[src/rtl/sclk_monitor_if.sv]
// sclk_monitor_if: slow clock under test plus the monitor's edge, measurement and status outputs
interface sclk_monitor_if #(parameter int CNT_W = 27);
  logic             sclk;
  logic             edge_p;
  logic             edge_n;
  logic [CNT_W-1:0] half_len;
  logic             len_vld;
  logic             locked;
  logic             fault;
  modport master (output sclk, input edge_p, edge_n, half_len, len_vld, locked, fault);
  modport slave (input sclk, output edge_p, edge_n, half_len, len_vld, locked, fault);
endinterface

[src/rtl/sclk_monitor.sv]
// sclk_monitor: synchronises SCLK into CLK, measures each half period and tracks lock/fault
// Define SCLK_MON_FILTER_EN to insert a FILT_LEN-sample stability filter ahead of edge detection.
module sclk_monitor #(
  parameter int HALF_PERIOD = 50000001,
  parameter int TOL         = 1000,
  parameter int LOCK_CNT    = 4,
  parameter int CNT_W       = 27
`ifdef SCLK_MON_FILTER_EN
  , parameter int FILT_LEN  = 4
`endif
) (
  input logic           CLK,
  input logic           rst_n,
  sclk_monitor_if.slave mon
);
  localparam int GW = $clog2(LOCK_CNT + 1);
  localparam logic [CNT_W:0] HI = (CNT_W + 1)'(HALF_PERIOD + TOL);
  localparam logic [CNT_W:0] LO = (CNT_W + 1)'(HALF_PERIOD > TOL ? HALF_PERIOD - TOL : 0);
  typedef enum logic [1:0] {IDLE, MEAS, LOCKED, FAULT} state_t;
  state_t           state_q, state_d;
  logic [GW-1:0]    good_q, good_d;
  logic             s1_q, s2_q, prev_q, lvl, sclk_edge;
  logic             stall_q, stall, in_rng, ev_ok, ev_bad;
  logic [CNT_W-1:0] cnt_q, half_len_q;
  logic [CNT_W:0]   meas;
  logic             edge_p_q, edge_n_q, len_vld_q;
  always_ff @(posedge CLK or negedge rst_n)
    if (!rst_n) {s1_q, s2_q} <= '0;
    else {s1_q, s2_q} <= {mon.sclk, s1_q};
`ifdef SCLK_MON_FILTER_EN
  logic [FILT_LEN-2:0] hist_q;
  logic [FILT_LEN-1:0] win;
  logic                filt_q;
  assign win = {hist_q, s2_q};
  // level flips only once the whole window (including s2) agrees
  always_ff @(posedge CLK or negedge rst_n)
    if (!rst_n) begin
      hist_q <= '0;
      filt_q <= 1'b0;
    end else begin
      hist_q <= win[FILT_LEN-2:0];
      filt_q <= (&win) | (filt_q & (|win));
    end
  assign lvl = filt_q;
`else
  assign lvl = s2_q;
`endif
  assign sclk_edge = lvl ^ prev_q;
  assign meas      = {1'b0, cnt_q} + (CNT_W + 1)'(1);
  assign in_rng    = meas >= LO && meas <= HI;
  assign stall     = !sclk_edge && !stall_q && meas > HI;
  assign ev_ok     = sclk_edge && in_rng;
  assign ev_bad    = (sclk_edge && !in_rng) || stall;
  always_ff @(posedge CLK or negedge rst_n)
    if (!rst_n) begin
      prev_q     <= 1'b0;
      cnt_q      <= '0;
      half_len_q <= '0;
      len_vld_q  <= 1'b0;
      edge_p_q   <= 1'b0;
      edge_n_q   <= 1'b0;
      stall_q    <= 1'b0;
    end else begin
      prev_q    <= lvl;
      cnt_q     <= sclk_edge ? '0 : cnt_q + CNT_W'(!(&cnt_q));
      edge_p_q  <= sclk_edge & lvl;
      edge_n_q  <= sclk_edge & ~lvl;
      len_vld_q <= sclk_edge && state_q != IDLE;
      if (sclk_edge && state_q != IDLE) half_len_q <= meas[CNT_W-1:0];
      stall_q   <= !sclk_edge && (stall_q || stall);
    end
  always_ff @(posedge CLK or negedge rst_n)
    if (!rst_n) begin
      state_q <= IDLE;
      good_q  <= '0;
    end else begin
      state_q <= state_d;
      good_q  <= good_d;
    end
  // first edge after reset is only a reference point
  always_comb begin
    state_d = state_q;
    good_d  = good_q;
    case (state_q)
      IDLE: state_d = sclk_edge ? MEAS : IDLE;
      MEAS:
        if (ev_ok) begin
          good_d  = good_q == GW'(LOCK_CNT - 1) ? '0 : good_q + GW'(1);
          state_d = good_q == GW'(LOCK_CNT - 1) ? LOCKED : MEAS;
        end else if (ev_bad) good_d = '0;
      LOCKED: state_d = ev_bad ? FAULT : LOCKED;
      FAULT:
        if (ev_ok) begin
          state_d = MEAS;
          good_d  = GW'(1);
        end
      default: state_d = IDLE;
    endcase
  end
  assign mon.edge_p   = edge_p_q;
  assign mon.edge_n   = edge_n_q;
  assign mon.half_len = half_len_q;
  assign mon.len_vld  = len_vld_q;
  assign mon.locked   = state_q == LOCKED;
  assign mon.fault    = state_q == FAULT;
endmodule

[src/flat_wrapper.sv]
// flat-port wrapper written by rule: the top's interface ports become plain ports
module sclk_monitor_flat 
#(
  parameter int HALF_PERIOD = 50000001,
  parameter int TOL         = 1000,
  parameter int LOCK_CNT    = 4,
  parameter int CNT_W       = 27

)
  (CLK, rst_n, mon_sclk, mon_edge_p, mon_edge_n, mon_half_len, mon_len_vld, mon_locked, mon_fault);
  sclk_monitor_if #(.CNT_W(CNT_W)) mon_i ();
  input logic CLK;
  input logic rst_n;
  input wire logic [$bits(mon_i.sclk)-1:0] mon_sclk;
  output wire logic [$bits(mon_i.edge_p)-1:0] mon_edge_p;
  output wire logic [$bits(mon_i.edge_n)-1:0] mon_edge_n;
  output wire logic [$bits(mon_i.half_len)-1:0] mon_half_len;
  output wire logic [$bits(mon_i.len_vld)-1:0] mon_len_vld;
  output wire logic [$bits(mon_i.locked)-1:0] mon_locked;
  output wire logic [$bits(mon_i.fault)-1:0] mon_fault;
  assign mon_i.sclk = mon_sclk;
  assign mon_edge_p = mon_i.edge_p;
  assign mon_edge_n = mon_i.edge_n;
  assign mon_half_len = mon_i.half_len;
  assign mon_len_vld = mon_i.len_vld;
  assign mon_locked = mon_i.locked;
  assign mon_fault = mon_i.fault;
  sclk_monitor #(.HALF_PERIOD(HALF_PERIOD), .TOL(TOL), .LOCK_CNT(LOCK_CNT), .CNT_W(CNT_W)) u_core (.CLK(CLK), .rst_n(rst_n), .mon(mon_i));
endmodule
[config.mk]
export PLATFORM = sky130hd
export DESIGN_NAME = sclk_monitor_flat
export DESIGN_NICKNAME = d
export VERILOG_FILES = /design/src/rtl/sclk_monitor_if.sv /design/src/rtl/sclk_monitor.sv /design/src/flat_wrapper.sv
export SDC_FILE = /design/constraint.sdc
export NUM_CORES = 1
export LEC_CHECK = 0
export CAP_MARGIN = 5
export CORE_ASPECT_RATIO = 0.7
export CORE_MARGIN = 2
export CORE_UTILIZATION = 49
export DETAILED_ROUTE_END_ITERATION = 7
export PLACE_DENSITY = 0.73
export SLEW_MARGIN = 15
export SYNTH_ARGS = -nofsm -noshare
export SYNTH_HDL_FRONTEND = slang
export SYNTH_SLANG_ARGS = --single-unit
[constraint.sdc]
create_clock -name CLK -period 3.14 [get_ports CLK]
set_input_delay 0.628 -clock CLK [delete_from_list [all_inputs] [get_ports CLK]]
set_output_delay 0.628 -clock CLK [all_outputs]
set_load 0.05 [all_outputs]
# After elaboration in Yosys (flattened, before gate mapping)
# Index checks and enable logic that the tools add are counted.
dict set report word_totals {
  output_inout_bits 32
  regBits 66
  inputBits 3
  word_cells 59
}
dict set report op_classes {
  magnitude_cmp 3
  n_mux 12
  bitwise_logic 4
  n_addsub 3
  eq_ne 7
  n_reduce_logical 19
}
# operator n
set ops {}
lappend ops {{$add 27x1->28 const B} 1}
lappend ops {{$ge 28x26->1 const B} 1}
lappend ops {{$gt 28x26->1 const B} 1}
lappend ops {{$le 28x26->1 const B} 1}
lappend ops {{$add 27x1->27} 1}
lappend ops {{$mux 27} 1}
lappend ops {{$reduce_and 27->1} 1}
lappend ops {{$mux 3} 4}
lappend ops {{$pmux 2 s4} 1}
lappend ops {{$logic_and 1x1->1} 7}
lappend ops {{$mux 2} 3}
lappend ops {{$pmux 3 s2} 1}
lappend ops {{$eq 2x2->1 const B} 2}
lappend ops {{$logic_not 1->1} 4}
lappend ops {{$ne 2x1->1 const B} 2}
lappend ops {{$reduce_bool 2->1} 2}
lappend ops {{$add 3x1->3 const B} 1}
lappend ops {{$eq 3x2->1 const B} 1}
lappend ops {{$ne 3x1->1 const B} 1}
lappend ops {{$reduce_and 3->1} 1}
lappend ops {{$and 1x1->1} 2}
lappend ops {{$eq 2x1->1 const B} 1}
lappend ops {{$logic_not 2->1} 1}
lappend ops {{$logic_or 1x1->1} 2}
lappend ops {{other kinds (4)} 5}

# Longest topological paths before layout
# Gate-level depths: netlist of the first run.
dict set report logic_depth {
  ltp_word 9
  mapped_depth 15
}

# Worst setup path before layout of the first run
# OpenSTA, ideal clock, no wires.
dict set report synth_timing {
  kind {reg2reg}
  from {reg u_core.cnt_q[0]}
  to {reg u_core.cnt_q[17]}
  setup_ns 0.084
  setup_slack_ns -0.173
  t_required_ns 3.056
  t_arrival_ns 3.229
  path_stages_with_launch 15
  path_cell_list {dfrtp_1 -> ha_1 -> buf_4 -> nand3_1 -> nor3_1 -> and3_1 -> nand2_1 -> ha_1 -> nand3_1 -> or2_2 -> clkbuf_1 -> nor3_1 -> nand3_1 -> or3_1 -> a21boi_0}
}
dict set report synth_via {
  elab_chain_cells 4
}
# element line_no
set synth_rtl {}
lappend synth_rtl {{start, declared} sclk_monitor.sv:24} ;# logic [CNT_W-1:0] cnt_q, half_len_q;
lappend synth_rtl {{start signal, assigned} sclk_monitor.sv:65} ;# cnt_q <= sclk_edge ? '0 : cnt_q + CNT_W'(!(&cnt_q));
lappend synth_rtl {{$reduce_and 27->1} sclk_monitor.sv:65}
lappend synth_rtl {{$logic_not 1->1} sclk_monitor.sv:65}
lappend synth_rtl {{$add 27x1->27 (*)} sclk_monitor.sv:65}
lappend synth_rtl {{$mux 27 (*)} sclk_monitor.sv:65}
# Every way passes the cells marked *; elsewhere a longest branch is shown, timed or not.
# A chain may end at the register's enable or synchronous reset.

# Worst setup path in the final report of the first run
dict set report layout_timing {
  from {reg u_core.cnt_q[7]}
  to {reg u_core.good_q[1]}
}
dict set report layout_via {
  elab_chain_cells 8
}
# element line_no
set layout_rtl {}
lappend layout_rtl {{$add 27x1->28 (*)} sclk_monitor.sv:49} ;# assign meas = {1'b0, cnt_q} + (CNT_W + 1)'(1);
lappend layout_rtl {{$ge 28x26->1 or $le 28x26->1 (tied branches)} sclk_monitor.sv:50} ;# assign in_rng = meas >= LO && meas <= HI;
lappend layout_rtl {{$logic_and 1x1->1} sclk_monitor.sv:50}
lappend layout_rtl {{$logic_not 1->1} sclk_monitor.sv:53} ;# assign ev_bad = (sclk_edge && !in_rng) || stall;
lappend layout_rtl {{$logic_and 1x1->1} sclk_monitor.sv:53}
lappend layout_rtl {{$logic_or 1x1->1} sclk_monitor.sv:53}
lappend layout_rtl {{$ne 3x1->1 (no source line)} --}
lappend layout_rtl {{$reduce_and 3->1 (no source line)} --}
lappend layout_rtl {{end signal, assigned} sclk_monitor.sv:78} ;# good_q <= good_d;
lappend layout_rtl {{end, declared} sclk_monitor.sv:21} ;# logic [GW-1:0] good_q, good_d;
# Marks and branches as above.

==> results.py, run 1 <==
metrics = {
    "status": {
        "outcome": "finished clean",
    },
    "sta": {
        "drv_slew": 0,
        "post-route-period-util_pct": 96.8,
        "layout_min_cycle_time_ns": 3.04,
        "setup_viol_count_final": 0,
        "timing.hold.ws_ns": 0.285,
        "clock.fmax_ghz": 0.329,
        "fin_tns_setup_ns": 0,
        "worst_pin_slew_ns": 0.670,
        "slew_headroom_pct": 54.9,
        "fin_skew_ns": 0.00758,
        "finalHoldViolations": 0,
    },
    "cts": {
        "ctsLongestPathBuffers": 2,
        "root_buffer": "clkbuf_8",
        "clkLatencyLatePin_ns": 0.35,
        "cts_tree": "built",
        "htreeDepth": 3,
        "clk_pin_slew_ns": 0.07,
        "cts_num_sinks": 66,
        "cts_buffers": 9,
        "hold_buffers": 0,
    },
    "finish": {
        "seq_area_mm2": 0.00167,
        "diodes": 0,
        "fin_area_mm2": 0.00475,
        "syn_to_final_growth_pct": 28.0,
        "multi_input_area_mm2": 0.00201,
        "layout-drive-gt1-share_pct": 21.9,
        "fillers": 605,
        "final_util_pct": 64.9,
        "layout.nets": 467,
    },
    "synth": {
        "async_flop_share_pct": 100,
        "yosysWarnings": 0,
        "syn_avg_cell_area_um2": 9.40,
        "synthTopCellsByArea": "dfrtp_1, xnor2_1, nand2_1, o21ai_0, and2_1",
        "ys_seq_area_share_pct": 44.5,
        "synth_seq_cells": 66,
        "synthesis.nets": 405,
        "synth.distinct_cells": 54,
        "synth_area_mm2": 0.00371,
        "synth_top_area_share_pct": 44.5,
        "synth_ff_type": "dfrtp_1",
        "syn_inst": 395,
        "synth_largest_area_cell": "dfrtp_1",
        "synth_enable_flop_cells": 0,
    },
    "place": {
        "dpl.hpwl_um": 6620,
        "portBuffers": 34,
        "dpl_cell_area_mm2": 0.00436,
        "gp_congestion": 0.928,
    },
    "global_routing": {
        "grt_pass1_vias": 3065,
        "grt_use_total_pct": 23.9,
        "antenna_found_initial": 0,
        "grt_pass1_wl_um": 15400,
        "grt_remaining_overflow": 0,
        "grt_max_degree": 67,
    },
    "floorplan": {
        "rows": 26,
        "die_y_um": 76.8,
        "die_area_mm2": 0.00830,
        "die_w_um": 108,
        "core_area_mm2": 0.00732,
        "ios": 35,
        "initial_core_util_pct": 50.7,
    },
    "power_and_ir_drop": {
        "vdd_ir_drop_max_mv": 0.280,
        "total_power_mw": 2.06,
        "powerDensity_mw_per_mm2": 433,
        "cellLeakagePower_nw": 2.03,
    },
    "routing": {
        "vias_per_cell": 5.75,
        "drt_pass1_iterations": 5,
        "drt-initial-drc-count": 210,
        "vias": 3220,
        "final_antenna_net_count": 0,
        "drc": 0,
        "wire_per_inst_um": 16.5,
        "postRouteWirelength_um": 9250,
    },
    "job": {
        "cap_violations": 0,
    },
    "hold_path": {
        "min_path_type": "in -> async",
    },
    "worst_setup_path": {
        "crit_type": "reg -> reg",
        "cp_max_fo": 5,
        "crit_required_ns": 3.41,
        "crit_path_end_kind": "register",
        "crit_path_start_kind": "register",
        "r2r_cells": 9,
        "cp.arrival_ns": 3.31,
    },
}
sequential cells by signal (all words and copies together) (netlist names), named ones only:
name                 count
u_core.cnt_q            27
u_core.mon.half_len     27
u_core.good_q            3
u_core.lvl               1
u_core.mon.edge_n        1
u_core.mon.edge_p        1
u_core.mon.len_vld       1
u_core.prev_q            1
u_core.s1_q              1
u_core.stall_q           1
u_core.state_q           1
synthesized netlist by cell type, types with 2 or more instances:
master / instances
dfrtp_1: 66
nand2_1: 50
o21ai_0: 30
xnor2_1: 29
and2_1: 22
nor2_1: 15
nand4_1: 14
nand3_1: 13
clkbuf_1: 12
inv_1: 12
nor3_1: 11
xor2_1: 11
or3_1: 10
a21boi_0: 8
ha_1: 7
nor2b_1: 6
a21oi_1: 5
buf_2: 5
nor4_1: 5
or4_1: 5
a31oi_1: 4
nand2b_1: 4
a21o_1: 3
and4_1: 3
buf_4: 3
o21a_1: 3
a2111oi_0: 2
a211oi_2: 2
a41oi_1: 2
and3_1: 2
buf_1: 2
mux2_2: 2
nand2_2: 2
nand4_2: 2
o211ai_1: 2
o31ai_1: 2
or2_2: 2
through the flow:
step / worst slack [ns] / instances
finish: 0.101 / 560
global route: -0.00121 / 560
CTS: 0.0396 / 556
global placement: -0.0595 / 540
detailed placement: -0.0937 / 540
floorplan: 0.0386 / 395
kinds of logic after synthesis:
logic type,synth area share (%)
AO/OA/AOI/OAI,14.4
multiplexers,1.28
flip-flops,44.5
adder cells (fa/ha/maj),2.36
AND/OR/NAND/NOR,24.1
buffers and inverters,4.01
XOR/XNOR,9.44
worst paths after layout:
kind | from | endpoint | slack, ns
worst min-delay path | rst_n | u_core.mon.half_len[5] | 0.28
worst min register to register | u_core.s1_q | u_core.lvl | 0.36
max in group asynchronous | rst_n | u_core.cnt_q[11] | 2.56
min in group CLK | u_core.s1_q | u_core.lvl | 0.36
worst max register to register | u_core.cnt_q[7] | u_core.good_q[1] | 0.10
worst max-delay path | u_core.cnt_q[7] | u_core.good_q[1] | 0.10
timing repair:
item	CTS	global route
pin swaps	0	3
setup buffers	0	4
resized for setup	4	26
endpoints found under the setup margin	5	9
power by group:
part	switching (mW)	internal, mW	total (mW)
sequential	0.0153	0.873	0.888
combinational	0.151	0.0746	0.225
clock	0.339	0.607	0.946
worst max-delay path: stages, from the launching register on:
cell and delay, ns:
dfrtp_2 0.45, nand4_2 0.15, or4_4 0.55, or3_1 0.40
a221oi_2 0.28, nand4_2 0.21, or3_1 0.37, a211oi_2 0.26
a41oi_1 0.16, o21ai_1 0.13
cells in the final DEF, fill, tap and decap left out, types with 3 or more instances in the layout:
master           count
nand2b_1             4
nand2_1             49
a31oi_1              4
or3_1               10
and2_1              22
nand4_1             14
clkdlybuf4s50_1     33
and4_1               3
dfrtp_2             12
a211oi_2             3
dfrtp_1             54
o21a_1               3
or4_4                3
xor2_1              11
nor2b_1              6
a21oi_1              5
nor4_1               3
inv_1               12
bufinv_16            4
a21o_1               3
o21ai_0             30
clkbuf_8             9
nand3_1             10
xnor2_1             29
buf_4               38
nor2_1              15
ha_1                 7
nand3_2              3
nor3_1               9
a21boi_0             8
layer usage:
metal | wire, um | vias up | global-route usage (%)
met5 | 0 | - | 0
met4 | 157 | 0 | 6.92
met3 | 701 | 15 | 6.29
met2 | 4080 | 135 | 35.5
met1 | 4310 | 1556 | 34.4
li1 | - | 1514 | -
layout make-up:
cell class	count	share of cell area, %
Timing Repair Buffer	73	13.5
Sequential cell	66	35.1
Inverter	13	1.03
Clock inverter	7	2.98
Tap cell	98	2.58
Multi-Input combinational cell	294	42.3
Clock buffer	9	2.61
Note: power is estimated with default switching activity, not from simulation.
==> run 2, diff against run 1 <==
- DONT_BUFFER_PORTS: not set -> 1
- PLACE_DENSITY: 0.73 -> 0.66
==> results.py, run 2 (same netlist as run 1, synthesis figures left out) <==
metrics = {
    "cts": {
        "clk_pin_slew_ns": 0.09,
        "cts_num_sinks": 66,
        "clkLatencyLatePin_ns": 0.36,
        "root_buffer": "clkbuf_8",
        "cts_buffers": 9,
        "cts_tree": "built",
        "ctsLongestPathBuffers": 2,
        "htreeDepth": 3,
    },
    "finish": {
        "final_cell_mix": "dfrtp_1, nand2_1, buf_4, o21ai_0, xnor2_1",
        "layout-drive-gt1-share_pct": 23.2,
        "syn_to_final_growth_pct": 18.5,
        "fin_area_mm2": 0.00440,
        "fillers": 652,
        "diodes": 0,
        "layout.nets": 441,
        "final_common_cell": "dfrtp_1",
    },
    "sta": {
        "fin_skew_ns": 0.0151,
        "slew_headroom_pct": 55.8,
        "finalHoldViolations": 0,
        "setup_viol_count_final": 0,
        "clock.fmax_ghz": 0.333,
        "layout_min_cycle_time_ns": 3.01,
        "fin_tns_setup_ns": 0,
        "drv_slew": 0,
        "worst_pin_slew_ns": 0.656,
        "post-route-period-util_pct": 95.8,
    },
    "routing": {
        "drt-initial-drc-count": 262,
        "vias": 3057,
        "wire_per_inst_um": 17.0,
        "drc": 0,
        "vias_per_cell": 5.72,
        "final_antenna_net_count": 0,
        "drt_pass1_iterations": 5,
        "postRouteWirelength_um": 9070,
    },
    "hold_path": {
        "min_path_type": "in -> async",
    },
    "worst_setup_path": {
        "cp_max_fo": 6,
        "crit_required_ns": 3.39,
        "r2r_cells": 10,
        "slowest_stage": "or4_1",
        "slowest_delay_ns": 0.50,
        "crit_chain": "buf_4, nand4_4, or4_1, a2111oi_1, and4_1, and4_1, o21bai_2, a2111oi_4, nand2_2, mux2_4",
        "crit_path_end_kind": "register",
        "crit_type": "reg -> reg",
        "cp.arrival_ns": 3.26,
        "timing.rr.start": "u_core.cnt_q[6]",
        "r2r_slack_ns": 0.13,
        "crit_path_frequent_cell": "and4_1",
        "crit_path_start_kind": "register",
    },
    "floorplan": {
        "core_area_mm2": 0.00732,
        "initial_core_util_pct": 50.7,
        "rows": 26,
        "die_y_um": 76.8,
        "die_area_mm2": 0.00830,
        "ios": 35,
        "die_w_um": 108,
    },
    "global_routing": {
        "grtUsageMet1_pct": 35.8,
        "grt_remaining_overflow": 0,
        "grt_pass1_vias": 2903,
        "grt.busiest_layer": "met1",
        "globalRouteMet3Util_pct": 6.46,
        "grt_use_total_pct": 23.3,
        "grt_pass1_wl_um": 15100,
        "grt_use_met2_pct": 31.9,
        "grt_max_degree": 67,
        "antenna_found_initial": 0,
    },
    "place": {
        "gp_congestion": 0.918,
        "dpl_cell_area_mm2": 0.00408,
        "dpl.hpwl_um": 6540,
        "portBuffers": 0,
    },
    "job": {
        "cap_violations": 0,
    },
    "power_and_ir_drop": {
        "powerDensity_mw_per_mm2": 415,
        "total_power_mw": 1.83,
        "cellLeakagePower_nw": 1.88,
        "vdd_ir_drop_max_mv": 0.213,
    },
    "status": {
        "outcome": "finished clean",
    },
}
## run 2: what timing repair did
action / 4_1_cts / 5_1_grt
gates resized for setup: 4 / 16
buffers inserted: 0 / 2
endpoints found under the hold margin: 66 / 0
setup endpoints to repair: 1 / 10
pin swaps: 0 / 1
hold buffers: 1 / 0
## run 2: how the worst max path moves through the flow
stage                         start           endpoint  depth (start not counted)
floorplan           u_core.cnt_q[1]           register                         11
global placement    u_core.cnt_q[6]   u_core.good_q[0]                         11
detailed placement  u_core.cnt_q[6]   u_core.good_q[0]                         11
CTS                 u_core.cnt_q[3]  u_core.state_q[0]                          9
global route        u_core.cnt_q[6]   u_core.good_q[2]                         11
finish              u_core.cnt_q[6]           register                         10
## run 2: area by class of cell
type	count	area, um^2	area share [%]
multi-input combinational	294	1990	45.3
clock inverter	7	77.6	1.76
sequential	66	1660	37.8
clock buffer	9	124	2.81
tap	98	123	2.79
inverter	13	48.8	1.11
timing repair buffer	47	373	8.47
## run 2: per-stage QoR
stage               hold slack (ns)  util [%]  instances  setup WS [ns]
finish                        0.146      60.1        534          0.133
floorplan                     0.331         -        395         0.0386
global placement              0.332      55.7        515        -0.0206
global route                  0.155      60.1        534       -0.00171
CTS                           0.152      59.0        532         0.0283
detailed placement            0.334      55.7        515        -0.0604
## run 2: critical path, delay by kind of cell (launching register included)
family	cells	cell delay, ns
buffers and inverters	1	0.14
flip-flops	1	0.43
AO/OA/AOI/OAI	3	0.83
AND/OR/NAND/NOR	5	1.19
multiplexers	1	0.30
## run 2: per-layer routing
layer	up-vias	wire length [um]
li1	1454	-
met1	1482	4410
met2	109	3800
met3	12	744
met4	0	121
met5	-	0
## run 2: power by group
| part | switching [mW] | internal, mW |
|---|---|---|
| sequential | 0.0766 | 0.873 |
| combinational | 0.0835 | 0.0494 |
| clock | 0.370 | 0.373 |
